## config.mk

```make
export PLATFORM = sky130hd
export DESIGN_NAME = weight_streamer_flat
export DESIGN_NICKNAME = d
export VERILOG_FILES = /design/src/rtl/weight_streamer_if.sv /design/src/rtl/weight_streamer.sv /design/src/flat_wrapper.sv
export SDC_FILE = /design/constraint.sdc
export NUM_CORES = 1
export LEC_CHECK = 0
export ABC_AREA = 1
export CORE_ASPECT_RATIO = 0.9
export CORE_MARGIN = 3
export CORE_UTILIZATION = 50
export CTS_CLUSTER_SIZE = 10
export DETAILED_ROUTE_END_ITERATION = 16
export GPL_TIMING_DRIVEN = 0
export PLACE_DENSITY = 0.77
export SETUP_SLACK_MARGIN = 0.15
export SYNTH_ARGS = -nofsm -noshare
export SYNTH_HDL_FRONTEND = slang
export SYNTH_SLANG_ARGS = --single-unit
```

## constraint.sdc

```tcl
create_clock -name CLK -period 2.3 [get_ports CLK]
set_clock_uncertainty 0.1 [all_clocks]
set_input_delay 0.46 -clock CLK [delete_from_list [all_inputs] [get_ports CLK]]
set_output_delay 0.46 -clock CLK [all_outputs]
set_load 0.02 [all_outputs]
```

## src/rtl/weight_streamer_if.sv

```systemverilog
// weight_streamer_if
//   Valid/ready element stream from weight_streamer to an operand register.
//   Parameters:
//     WIDTH     - bits per element
//   Signals:
//     out_valid - sender holds a valid element on out_data
//     out_ready - receiver accepts out_data on this edge
//     out_data  - current element, zero while out_valid is low
//     out_last  - current element is the final one of the vector
//   Modports:
//     master    - sending side (weight_streamer)
//     slave     - receiving side
interface weight_streamer_if #(
    parameter int WIDTH = 8
);
    logic             out_valid;
    logic             out_ready;
    logic [WIDTH-1:0] out_data;
    logic             out_last;

    modport master (
        output out_valid,
        output out_data,
        output out_last,
        input  out_ready
    );

    modport slave (
        input  out_valid,
        input  out_data,
        input  out_last,
        output out_ready
    );
endinterface

```

## src/rtl/weight_streamer.sv

```systemverilog
// weight_streamer
//   Captures DEPTH weights of WIDTH bits in one cycle and sends them one
//   element per valid/ready handshake, element 0 first. out_last flags the
//   final element; done pulses for one cycle after it is accepted.
//   Ports:
//     CLK     - clock, rising edge
//     reset   - asynchronous, active-high; clears all state
//     load    - capture request, honoured only when idle
//     data_in - DEPTH elements, element i at data_in[i*WIDTH +: WIDTH]
//     os      - stream interface (master): out_valid/out_ready/out_data/out_last
//     busy    - high while streaming a vector
//     done    - one-cycle pulse after the last element is accepted
//   All outputs come straight from registers.
module weight_streamer #(
    parameter int WIDTH = 8,
    parameter int DEPTH = 4
) (
    input  logic                   CLK,
    input  logic                   reset,
    input  logic                   load,
    input  logic [DEPTH*WIDTH-1:0] data_in,
    weight_streamer_if.master      os,
    output logic                   busy,
    output logic                   done
);
    localparam int IDXW = $clog2(DEPTH);
    localparam logic [IDXW-1:0] LAST_IDX = IDXW'(DEPTH - 1);

    localparam logic [0:0] IDLE   = 1'b0;
    localparam logic [0:0] STREAM = 1'b1;

    logic [0:0]       state;
    logic [IDXW-1:0]  idx;
    logic [IDXW-1:0]  idx_nxt;
    logic [WIDTH-1:0] bank [DEPTH];
    logic             valid_r;
    logic [WIDTH-1:0] data_r;
    logic             last_r;
    logic             done_r;

    assign idx_nxt      = idx + 1'b1;
    assign os.out_valid = valid_r;
    assign os.out_data  = data_r;
    assign os.out_last  = last_r;
    assign busy         = (state == STREAM);
    assign done         = done_r;

    always_ff @(posedge CLK or posedge reset) begin
        if (reset) begin
            state   <= IDLE;
            idx     <= '0;
            valid_r <= 1'b0;
            data_r  <= '0;
            last_r  <= 1'b0;
            done_r  <= 1'b0;
            for (int unsigned i = 0; i < DEPTH; i++) begin
                bank[i] <= '0;
            end
        end else begin
            done_r <= 1'b0;
            case (state)
                IDLE: begin
                    if (load) begin
                        for (int unsigned i = 0; i < DEPTH; i++) begin
                            bank[i] <= data_in[i*WIDTH +: WIDTH];
                        end
                        idx     <= '0;
                        state   <= STREAM;
                        valid_r <= 1'b1;
                        // Element 0 comes from data_in directly: the bank
                        // is being written on this same edge.
                        data_r  <= data_in[WIDTH-1:0];
                        last_r  <= 1'b0;
                    end
                end
                STREAM: begin
                    if (valid_r && os.out_ready) begin
                        if (idx != LAST_IDX) begin
                            idx    <= idx_nxt;
                            data_r <= bank[idx_nxt];
                            last_r <= (idx_nxt == LAST_IDX);
                        end else begin
                            idx     <= '0;
                            state   <= IDLE;
                            valid_r <= 1'b0;
                            data_r  <= '0;
                            last_r  <= 1'b0;
                            done_r  <= 1'b1;
                        end
                    end
                end
                default: begin
                    state <= IDLE;
                end
            endcase
        end
    end
endmodule

```

## src/flat_wrapper.sv

```systemverilog
// flat-port wrapper written by rule: the top's interface ports become plain ports
module weight_streamer_flat 
#(
    parameter int WIDTH = 8,
    parameter int DEPTH = 4
)
  (CLK, reset, load, data_in, busy, done, os_out_valid, os_out_data, os_out_last, os_out_ready);
  weight_streamer_if #(.WIDTH(WIDTH)) os_i ();
  input  logic CLK;
  input  logic reset;
  input  logic load;
  input  logic [DEPTH*WIDTH-1:0] data_in;
  output logic busy;
  output logic done;
  output wire logic [$bits(os_i.out_valid)-1:0] os_out_valid;
  output wire logic [$bits(os_i.out_data)-1:0] os_out_data;
  output wire logic [$bits(os_i.out_last)-1:0] os_out_last;
  input wire logic [$bits(os_i.out_ready)-1:0] os_out_ready;
  assign os_out_valid = os_i.out_valid;
  assign os_out_data = os_i.out_data;
  assign os_out_last = os_i.out_last;
  assign os_i.out_ready = os_out_ready;
  weight_streamer #(.WIDTH(WIDTH), .DEPTH(DEPTH)) u_core (.CLK(CLK), .reset(reset), .load(load), .data_in(data_in), .os(os_i), .busy(busy), .done(done));
endmodule
```

==> Word level (Yosys, flattened, before mapping) <==
Cells that the tools add are included.
{ "classes": {"n_reduce_logical": 4, "bitwise_logic": 2, "n_addsub": 1, "magnitude_cmp": 1, "muxes": 26, "eq_ne": 5} }
{ "op_table": {"columns": ["cell", "count"], "rows": [
  ["8-bit two-way mux", 5],
  ["8-bit binary-select mux with 2-bit select", 1],
  ["8-bit case mux with 2 select lines", 1],
  ["1-bit two-way mux", 12],
  ["2-bit inequality test (second input constant)", 4],
  ["2-bit two-way mux", 3],
  ["1-bit case mux with 2 select lines", 3],
  ["2-bit case mux with 2 select lines", 1],
  ["2-bit AND reduction", 2],
  ["3-bit greater-or-equal comparator (second input constant)", 1],
  ["2-bit inverter with 3-bit output", 1],
  ["3-bit AND reduction", 1],
  ["2-bit by 1-bit adder with 2-bit output (second input constant)", 1],
  ["2-bit == test (second input constant)", 1],
  ["1-bit logical AND", 1],
  ["1-bit inverter", 1]
]} }
{ "totals": {"wordCells": 49, "reg_bits": 46, "input_bits": 36, "output_inout_bits": 12} }

==> Depth between registers and ports, before layout <==
Gate-level depths: netlist of run 1.
{ "depth": {"ltp_word": 8, "ltp_mapped": 10, "depth_no_buf": 7} }

==> Worst setup path after synthesis of run 1 <==
Ideal clock, no wire load.
{ "synth_timing": {"kind": "register -> register", "startpoint": "reg u_core.idx[0]", "endpoint": "reg u_core.data_r[0] (netlist: u_core.os.out_data[0])", "period_less_slack_ns": 1.740, "path_slack_ns": 0.560, "arrival_time_ns": 1.562, "t_required_ns": 2.123, "path_stages_with_launch": 11, "path_cell_list": "dfrtp_1 > buf_6 > inv_6 > buf_8 > ha_1 > buf_2 > inv_1 > nand3_1 > nand2_1 > nand2_1 > a21oi_1"} }
{ "synth_between": {"elab_chain_len": 8, "elab_cells_between_ends": 9, "classes_between": "add/sub (1); eq/ne (1); mux (6); bitwise (1)"} }
{ "synth_rtl": {"columns": ["element", "line_no", "source"], "rows": [
  ["start, declared", "weight_streamer.sv:33", "logic [IDXW-1:0] idx;"],
  ["start signal, assigned", "weight_streamer.sv:79", "idx <= idx_nxt;"],
  ["2-bit by 1-bit adder with 2-bit output", "weight_streamer.sv:41", "assign idx_nxt = idx + 1'b1;"],
  ["2-bit inverter with 3-bit output (implied by the code)", "weight_streamer.sv:80", "data_r <= bank[idx_nxt];"],
  ["8-bit binary-select mux with 2-bit select", "weight_streamer.sv:80", null],
  ["8-bit two-way mux (implied by the code) (2 in series)", "weight_streamer.sv:80", null],
  ["8-bit two-way mux (*)", "weight_streamer.sv:78", "if (idx != LAST_IDX) begin"],
  ["8-bit two-way mux (*)", "weight_streamer.sv:77", "if (valid_r && os.out_ready) begin"],
  ["8-bit case mux with 2 select lines (*)", "weight_streamer.sv:61", "case (state)"],
  ["end signal, assigned", "weight_streamer.sv:72", "data_r <= data_in[WIDTH-1:0];"],
  ["end signal, assigned", "weight_streamer.sv:80", null],
  ["end, declared", "weight_streamer.sv:37", "logic [WIDTH-1:0] data_r;"]
]} }
Mark *: on every way between the ends. The rest lies on a longest branch, timed or not. The select of a mux whose other input is x is not followed.
A chain may end at the register's enable or synchronous reset.

==> Final worst setup path of run 1 <==
{ "layout_timing": {"startpoint": "reg u_core.idx[0]", "endpoint": "reg u_core.data_r[5] (netlist: u_core.os.out_data[5])"} }
The elaborated chain is that of the path after synthesis.

==> flow_metrics.py, run 1 <==
metrics = {
    "status": {
        "status": "complete, no violations",
    },
    "timing": {
        "post_route_worst_setup_slack_ns": 0.293,
        "setup_viol": 0,
        "max_freq_ghz": 0.498,
        "timing.slew.headroom_pct": 70.9,
        "hold_viol": 0,
        "finalHoldWorstSlack_ns": 0.373,
        "layout_worst_path_cycle_share_pct": 87.2,
        "max_slew.worst_pin.slew_ns": 0.435,
        "rsz0062_at_grt": "no",
        "fin_crit_ns": 2.01,
        "final_max_slew_viol_count": 0,
    },
    "setup_path": {
        "worst_path_fanout_max": 10,
        "path_class": "reg -> reg",
        "timing.critical_path.to_type": "register",
        "critical_path_required_ns": 2.38,
        "startpoint_type": "register",
        "timing.critical_path.arrival_ns": 2.09,
    },
    "synthesis": {
        "synth_top_area_share_pct": 52.7,
        "postSynthRegisterBits": 46,
        "ys_dominant_reg_cell": "sky130_fd_sc_hd__dfrtp_1",
        "synth_cells": 268,
        "yosysUniqueCellTypes": 18,
        "avgSynthCellArea_sq_um": 8.15,
        "synth_largest_area_cell": "sky130_fd_sc_hd__dfrtp_1",
        "post_synth_instance_area_sq_um": 2180,
        "synth.area.top_cells": "sky130_fd_sc_hd__dfrtp_1 53%, sky130_fd_sc_hd__a21oi_1 8.9%, sky130_fd_sc_hd__nand2_1 8.1%",
        "synth_enable_flop_cells": 0,
        "synthArstFlopShare_pct": 100,
        "synth_most_common_cell": "sky130_fd_sc_hd__nand2_1",
        "synthesis.nets": 307,
        "synth.cells.most_frequent": "47 x sky130_fd_sc_hd__nand2_1, 46 x sky130_fd_sc_hd__dfrtp_1, 42 x sky130_fd_sc_hd__nor2_1",
        "sequential_cell_area_fraction_in_the_yosys_report_pct": 52.7,
        "synth.yosys.warnings": 0,
    },
    "floorplan": {
        "ioPinCount": 48,
        "initial_core_util_pct": 52.9,
        "dieArea_sq_um": 5200,
        "die_boundary_height_microns": 68.7,
        "placementRows": 22,
        "die_w_microns": 75.7,
        "coreArea_sq_um": 4130,
    },
    "route": {
        "drt_iter0_markers": 203,
        "detail_route.first_pass.iterations": 4,
        "postRouteAntennaNets": 0,
        "detail_route.vias_per_cell": 5.05,
        "wire_per_inst_microns": 13.8,
        "drt-total-wl_microns": 5120,
        "via_count": 1873,
        "detail_route.drc_violations": 0,
    },
    "place": {
        "pre_cts_ws_ns": 0.272,
        "post_detail_place_hpwl_microns": 3690,
        "finalWeightedCongestion": 0.836,
        "place.port_buffers": 47,
        "dpl.cell_count": 364,
    },
    "power_and_ir_drop": {
        "net-switching-power_mw": 1.45,
        "p_leak_nw": 1.41,
        "power.density_nw_per_um2": 1260,
        "power_mw": 3.54,
        "share_comb_of_total_power_pct": 50.3,
        "power.share.clock_pct": 13.1,
        "irDropWorstVdd_v": 0.000745,
        "switching_power_share_of_the_total_pct": 41.0,
        "cell_internal_pwr_mw": 2.09,
        "sequential_power_share_pct": 36.6,
    },
    "finish": {
        "finish.net_count": 362,
        "finish.utilization_pct": 68.2,
        "layout-area-overhead-vs-synth_pct": 29.0,
        "layout.cells.non_filler": 371,
        "diodes": 0,
        "drive_above_1_share_pct": 10.8,
    },
    "clock_tree": {
        "post_cts_hold_buffer_count": 0,
        "cts.root.buffer_cell": "sky130_fd_sc_hd__clkbuf_8",
        "post-cts-setup-buffer-count": 0,
        "tritoncts_buffer_count": 5,
        "tritoncts_num_sinks": 46,
        "clkSlewWorstSetupHoldPaths_ns": 0.09,
        "postCtsResizedCells": 0,
        "depth_of_the_cts_h_tree": 2,
        "cts.path.max_buffers": 2,
        "worst_skew_pair.late_latency_ns": 0.30,
        "clock_tree_from_tritoncts": "done",
    },
    "global_routing": {
        "grt_use_total_pct": 21.5,
        "antenna_found_initial": 0,
        "number_of_global_route_vias_before_repair": 1760,
        "grt_pass1_wl_microns": 8170,
        "grt_overflow_total": 0,
        "grt_start_max_net_pins": 28,
    },
    "job": {
        "drv.max_cap_violation_count": 0,
    },
    "min_path": {
        "hold_path.class": "in -> async",
    },
}
==> per-stage QoR <==
step	area (sq um)	setup TNS, ns
6_report	2820	0
5_1_grt	2820	0
4_1_cts	2810	0
3_5_place_dp	2740	0
3_3_place_gp	2720	-11.58
2_1_floorplan	2180	0
==> routing by layer <==
metal  up-vias  routed length, microns  GRT usage (%)
met2        46                    2410           33.9
met3         8                     220           3.91
met1       880                    2430           29.9
li1        939                       -              -
met5         -                       0              0
met4         0                      64           7.21
==> worst paths after layout <==
kind / cells past startpoint / end / startpoint / slack, ns
setup / recovery: 10 / u_core.os.out_data[5] / u_core.idx[0] / 0.29
hold / removal: 2 / u_core.bank[12] / reset / 0.37
setup reg to reg: 10 / u_core.os.out_data[5] / u_core.idx[0] / 0.29
hold reg to reg: 2 / u_core.bank[29] / u_core.bank[29] / 0.42
max in group asynchronous: 3 / u_core.os.out_data[0] / reset / 1.23
min in group CLK: 2 / u_core.bank[29] / u_core.bank[29] / 0.42
==> placed cells by master (no fill, tap or decap) <==
cell / n
sky130_fd_sc_hd__buf_8: 1
sky130_fd_sc_hd__inv_2: 2
sky130_fd_sc_hd__mux2_2: 1
sky130_fd_sc_hd__buf_12: 1
sky130_fd_sc_hd__clkbuf_8: 5
sky130_fd_sc_hd__inv_6: 1
sky130_fd_sc_hd__nand2_2: 9
sky130_fd_sc_hd__o21ai_0: 10
sky130_fd_sc_hd__nor2_1: 42
sky130_fd_sc_hd__dfrtp_1: 46
sky130_fd_sc_hd__clkdlybuf4s50_1: 47
sky130_fd_sc_hd__buf_4: 3
sky130_fd_sc_hd__a21oi_1: 39
sky130_fd_sc_hd__ha_1: 3
sky130_fd_sc_hd__buf_2: 6
sky130_fd_sc_hd__clkbuf_4: 1
sky130_fd_sc_hd__nand3_2: 1
sky130_fd_sc_hd__nor2_2: 1
sky130_fd_sc_hd__buf_6: 2
sky130_fd_sc_hd__clkbuf_1: 2
sky130_fd_sc_hd__nand3_1: 18
sky130_fd_sc_hd__nand2_1: 47
sky130_fd_sc_hd__inv_1: 34
sky130_fd_sc_hd__clkinvlp_4: 1
==> layout make-up <==
| type | count | area [sq um] |
|---|---|---|
| Timing Repair Buffer | 48 | 490 |
| Clock buffer | 7 | 76.3 |
| Sequential cell | 46 | 1150 |
| Multi-Input combinational cell | 171 | 791 |
| Fill cell | 338 | 1310 |
| Inverter | 38 | 151 |
| Tap cell | 48 | 60.1 |
| Buffer | 13 | 97.6 |
==> flip-flops by register name, summed over array words and instances (netlist names) <==
register and flops:
u_core.bank 32, u_core.os.out_data 8, u_core.idx 2, u_core.busy 1, u_core.done 1, u_core.os.out_last 1, u_core.os.out_valid 1
==> cell families after synthesis <==
kind of cell / count (synthesis) / synth area share (%)
mux: 1 / 0.515
buf+inv: 51 / 11.1
fa+ha+maj: 3 / 1.72
compound gates: 49 / 11.2
flops: 46 / 52.7
simple gates: 118 / 22.7
==> worst max-delay path, cell delays in order (launching register included) <==
cell and delay (ns):
sky130_fd_sc_hd__dfrtp_1 0.40, sky130_fd_sc_hd__buf_6 0.16, sky130_fd_sc_hd__inv_6 0.06, sky130_fd_sc_hd__buf_8 0.15, sky130_fd_sc_hd__ha_1 0.27, sky130_fd_sc_hd__clkbuf_4 0.21, sky130_fd_sc_hd__clkinvlp_4 0.19, sky130_fd_sc_hd__nand3_1 0.16
sky130_fd_sc_hd__nand2_1 0.06, sky130_fd_sc_hd__nand2_1 0.05, sky130_fd_sc_hd__a21oi_1 0.06
==> power by group through the flow <==
stage	combinational, mW	sequential, mW	clock [mW]
after global routing	2.01	1.33	0.496
after floorplan	1.10	1.39	0
final	1.78	1.30	0.465
after CTS	1.76	1.30	0.471
after detailed placement	1.74	1.31	0
after global placement	1.70	1.30	0
Note: power is estimated with default switching activity, not from simulation.
==> run 2: changes to the inputs <==
Settings changed: CORE_ASPECT_RATIO 0.9 to 0.75.
==> run 2 against run 1 <==
Utilization increased by 0.33 points. Fmax decreased by 2.1%. Routed wire length decreased by 1.4%. Final area increased by 0.49%. Sequential cell count unchanged. Register-to-register slack got worse by 0.04 ns. Critical endpoint is now u_core.os.out_data[6]. Largest cell class unchanged. Largest power group unchanged.
==> flow_metrics.py, run 2 (synthesized netlist as in run 1, its figures left out) <==
metrics = {
    "global_routing": {
        "gr-usage-met2_pct": 29.4,
        "global_route.usage.met1_pct": 31.4,
        "grt_use_total_pct": 20.4,
        "grt_pass1_wl_microns": 8060,
        "grt_start_max_net_pins": 28,
        "number_of_global_route_vias_before_repair": 1702,
        "antenna_found_initial": 0,
        "grt_overflow_total": 0,
        "grt_busiest_layer": "met1",
        "grt.met3_usage_pct": 4.57,
    },
    "floorplan": {
        "die_boundary_height_microns": 63.2,
        "placementRows": 20,
        "ioPinCount": 48,
        "initial_core_util_pct": 52.9,
        "die_w_microns": 82.3,
        "dieArea_sq_um": 5210,
        "coreArea_sq_um": 4130,
    },
    "finish": {
        "layout-area-overhead-vs-synth_pct": 29.6,
        "num-fill-cells": 371,
        "layout.cell_area.non_filler_sq_um": 2830,
        "diodes": 0,
        "drive_above_1_share_pct": 11.1,
        "seqCellArea_sq_um": 1150,
        "multi_input_area_sq_um": 796,
        "mostFrequentLayoutCells": "47 x sky130_fd_sc_hd__nand2_1, 47 x sky130_fd_sc_hd__clkdlybuf4s50_1, 46 x sky130_fd_sc_hd__dfrtp_1, 42 x sky130_fd_sc_hd__nor2_1, 39 x sky130_fd_sc_hd__a21oi_1",
        "largest_register_ff_count": 32,
        "layout.cells.non_filler": 378,
        "largest_register": "u_core.bank",
        "finish.net_count": 362,
    },
    "setup_path": {
        "timing.critical_path.to_type": "register",
        "rrSetupSlack_ns": 0.25,
        "critical_path.slowest_cell": "sky130_fd_sc_hd__dfrtp_1",
        "cp_top_family": "buffers and inverters",
        "startpoint_type": "register",
        "critPathMaxStageDelay_ns": 0.42,
        "critical_path_required_ns": 2.38,
        "timing.critical_path.arrival_ns": 2.13,
        "path_class": "reg -> reg",
        "worst_path_fanout_max": 10,
        "path_common_cell": "sky130_fd_sc_hd__nand2_1",
        "critical_path_buf_inv_count": 5,
        "path_cells": "buf_6, inv_6, buf_8, ha_1, clkbuf_4, clkinvlp_4, nand3_1, nand2_1, nand2_1, a21oi_1",
    },
    "clock_tree": {
        "tritoncts_num_sinks": 46,
        "depth_of_the_cts_h_tree": 2,
        "cts.path.max_buffers": 2,
        "post-cts-setup-buffer-count": 0,
        "worst_skew_pair.late_latency_ns": 0.29,
        "cts.root.buffer_cell": "sky130_fd_sc_hd__clkbuf_8",
        "clkSlewWorstSetupHoldPaths_ns": 0.08,
        "tritoncts_buffer_count": 5,
        "clock_tree_from_tritoncts": "done",
    },
    "place": {
        "dpl.cell_count": 371,
        "place.port_buffers": 47,
        "post_detail_place_hpwl_microns": 3740,
        "finalWeightedCongestion": 0.853,
        "placed_area_sq_um": 2740,
    },
    "route": {
        "detail_route.first_pass.iterations": 4,
        "drt-total-wl_microns": 5050,
        "wire_per_inst_microns": 13.3,
        "detail_route.vias_per_cell": 5.02,
        "postRouteAntennaNets": 0,
        "drt_iter0_markers": 168,
        "detail_route.drc_violations": 0,
        "via_count": 1898,
    },
    "status": {
        "status": "complete, no violations",
    },
    "timing": {
        "rsz0062_at_grt": "no",
        "setup_viol": 0,
        "max_slew.worst_pin.slew_ns": 0.460,
        "layout_worst_path_cycle_share_pct": 89.1,
        "max_freq_ghz": 0.488,
        "final_max_slew_viol_count": 0,
        "timing.slew.headroom_pct": 69.3,
        "fin_crit_ns": 2.05,
        "hold_viol": 0,
    },
    "min_path": {
        "hold_path.class": "in -> async",
    },
    "job": {
        "drv.max_cap_violation_count": 0,
    },
    "power_and_ir_drop": {
        "p_leak_nw": 1.41,
        "power.density_nw_per_um2": 1260,
        "irDropWorstVdd_v": 0.000575,
    },
}
run 2: cell counts in the layout (fill, tap and decap cells not counted):
Identical to the previous run, type by type.
run 2: where the power goes:
part / switching (mW) / internal [mW]
Combinational: 1.08 / 0.726
Sequential: 0.138 / 1.16
Clock: 0.248 / 0.210
run 2: routing by layer:
layer | up-vias | part of all wire (%) | routed length, microns
met5 | - | 0 | 0
met3 | 7 | 7.7 | 390
met1 | 892 | 48 | 2450
met4 | 0 | 0.99 | 50
met2 | 64 | 43 | 2160
li1 | 935 | - | -
run 2: layout make-up:
cell class	instances	area share [%]
clock buffer	7	2.70
tap	55	2.43
multi-input combinational	171	28.1
buffer	13	3.45
inverter	38	5.35
timing repair buffer	48	17.3
sequential	46	40.7
run 2: repair_timing:
item	4_1_cts	5_1_grt
resized for setup	0	3
endpoints found under the setup margin	0	8
hold buffers	0	0
run 2: metrics by stage:
stage	setup TNS (ns)	setup slack, ns	utilization (%)	hold slack [ns]	power (mW)
6_report	0	0.250	68.6	0.395	3.56
5_1_grt	0	0.140	68.6	0.428	3.84
3_5_place_dp	0	0.250	66.5	0.394	3.07
4_1_cts	0	0.221	68.3	0.409	3.52
3_3_place_gp	-11.74	-0.257	66.0	0.387	3.01
2_1_floorplan	0	0.560	-	0.379	2.49
run 2: worst paths after layout:
kind | startpoint | depth (start not counted) | end
min in group CLK | u_core.bank[12] | 2 | u_core.bank[12]
worst max-delay path | u_core.idx[0] | 10 | u_core.os.out_data[6]
max in group asynchronous | reset | 3 | u_core.bank[8]
worst max register to register | u_core.idx[0] | 10 | u_core.os.out_data[6]
worst min register to register | u_core.bank[12] | 2 | u_core.bank[12]
worst min-delay path | reset | 2 | u_core.done
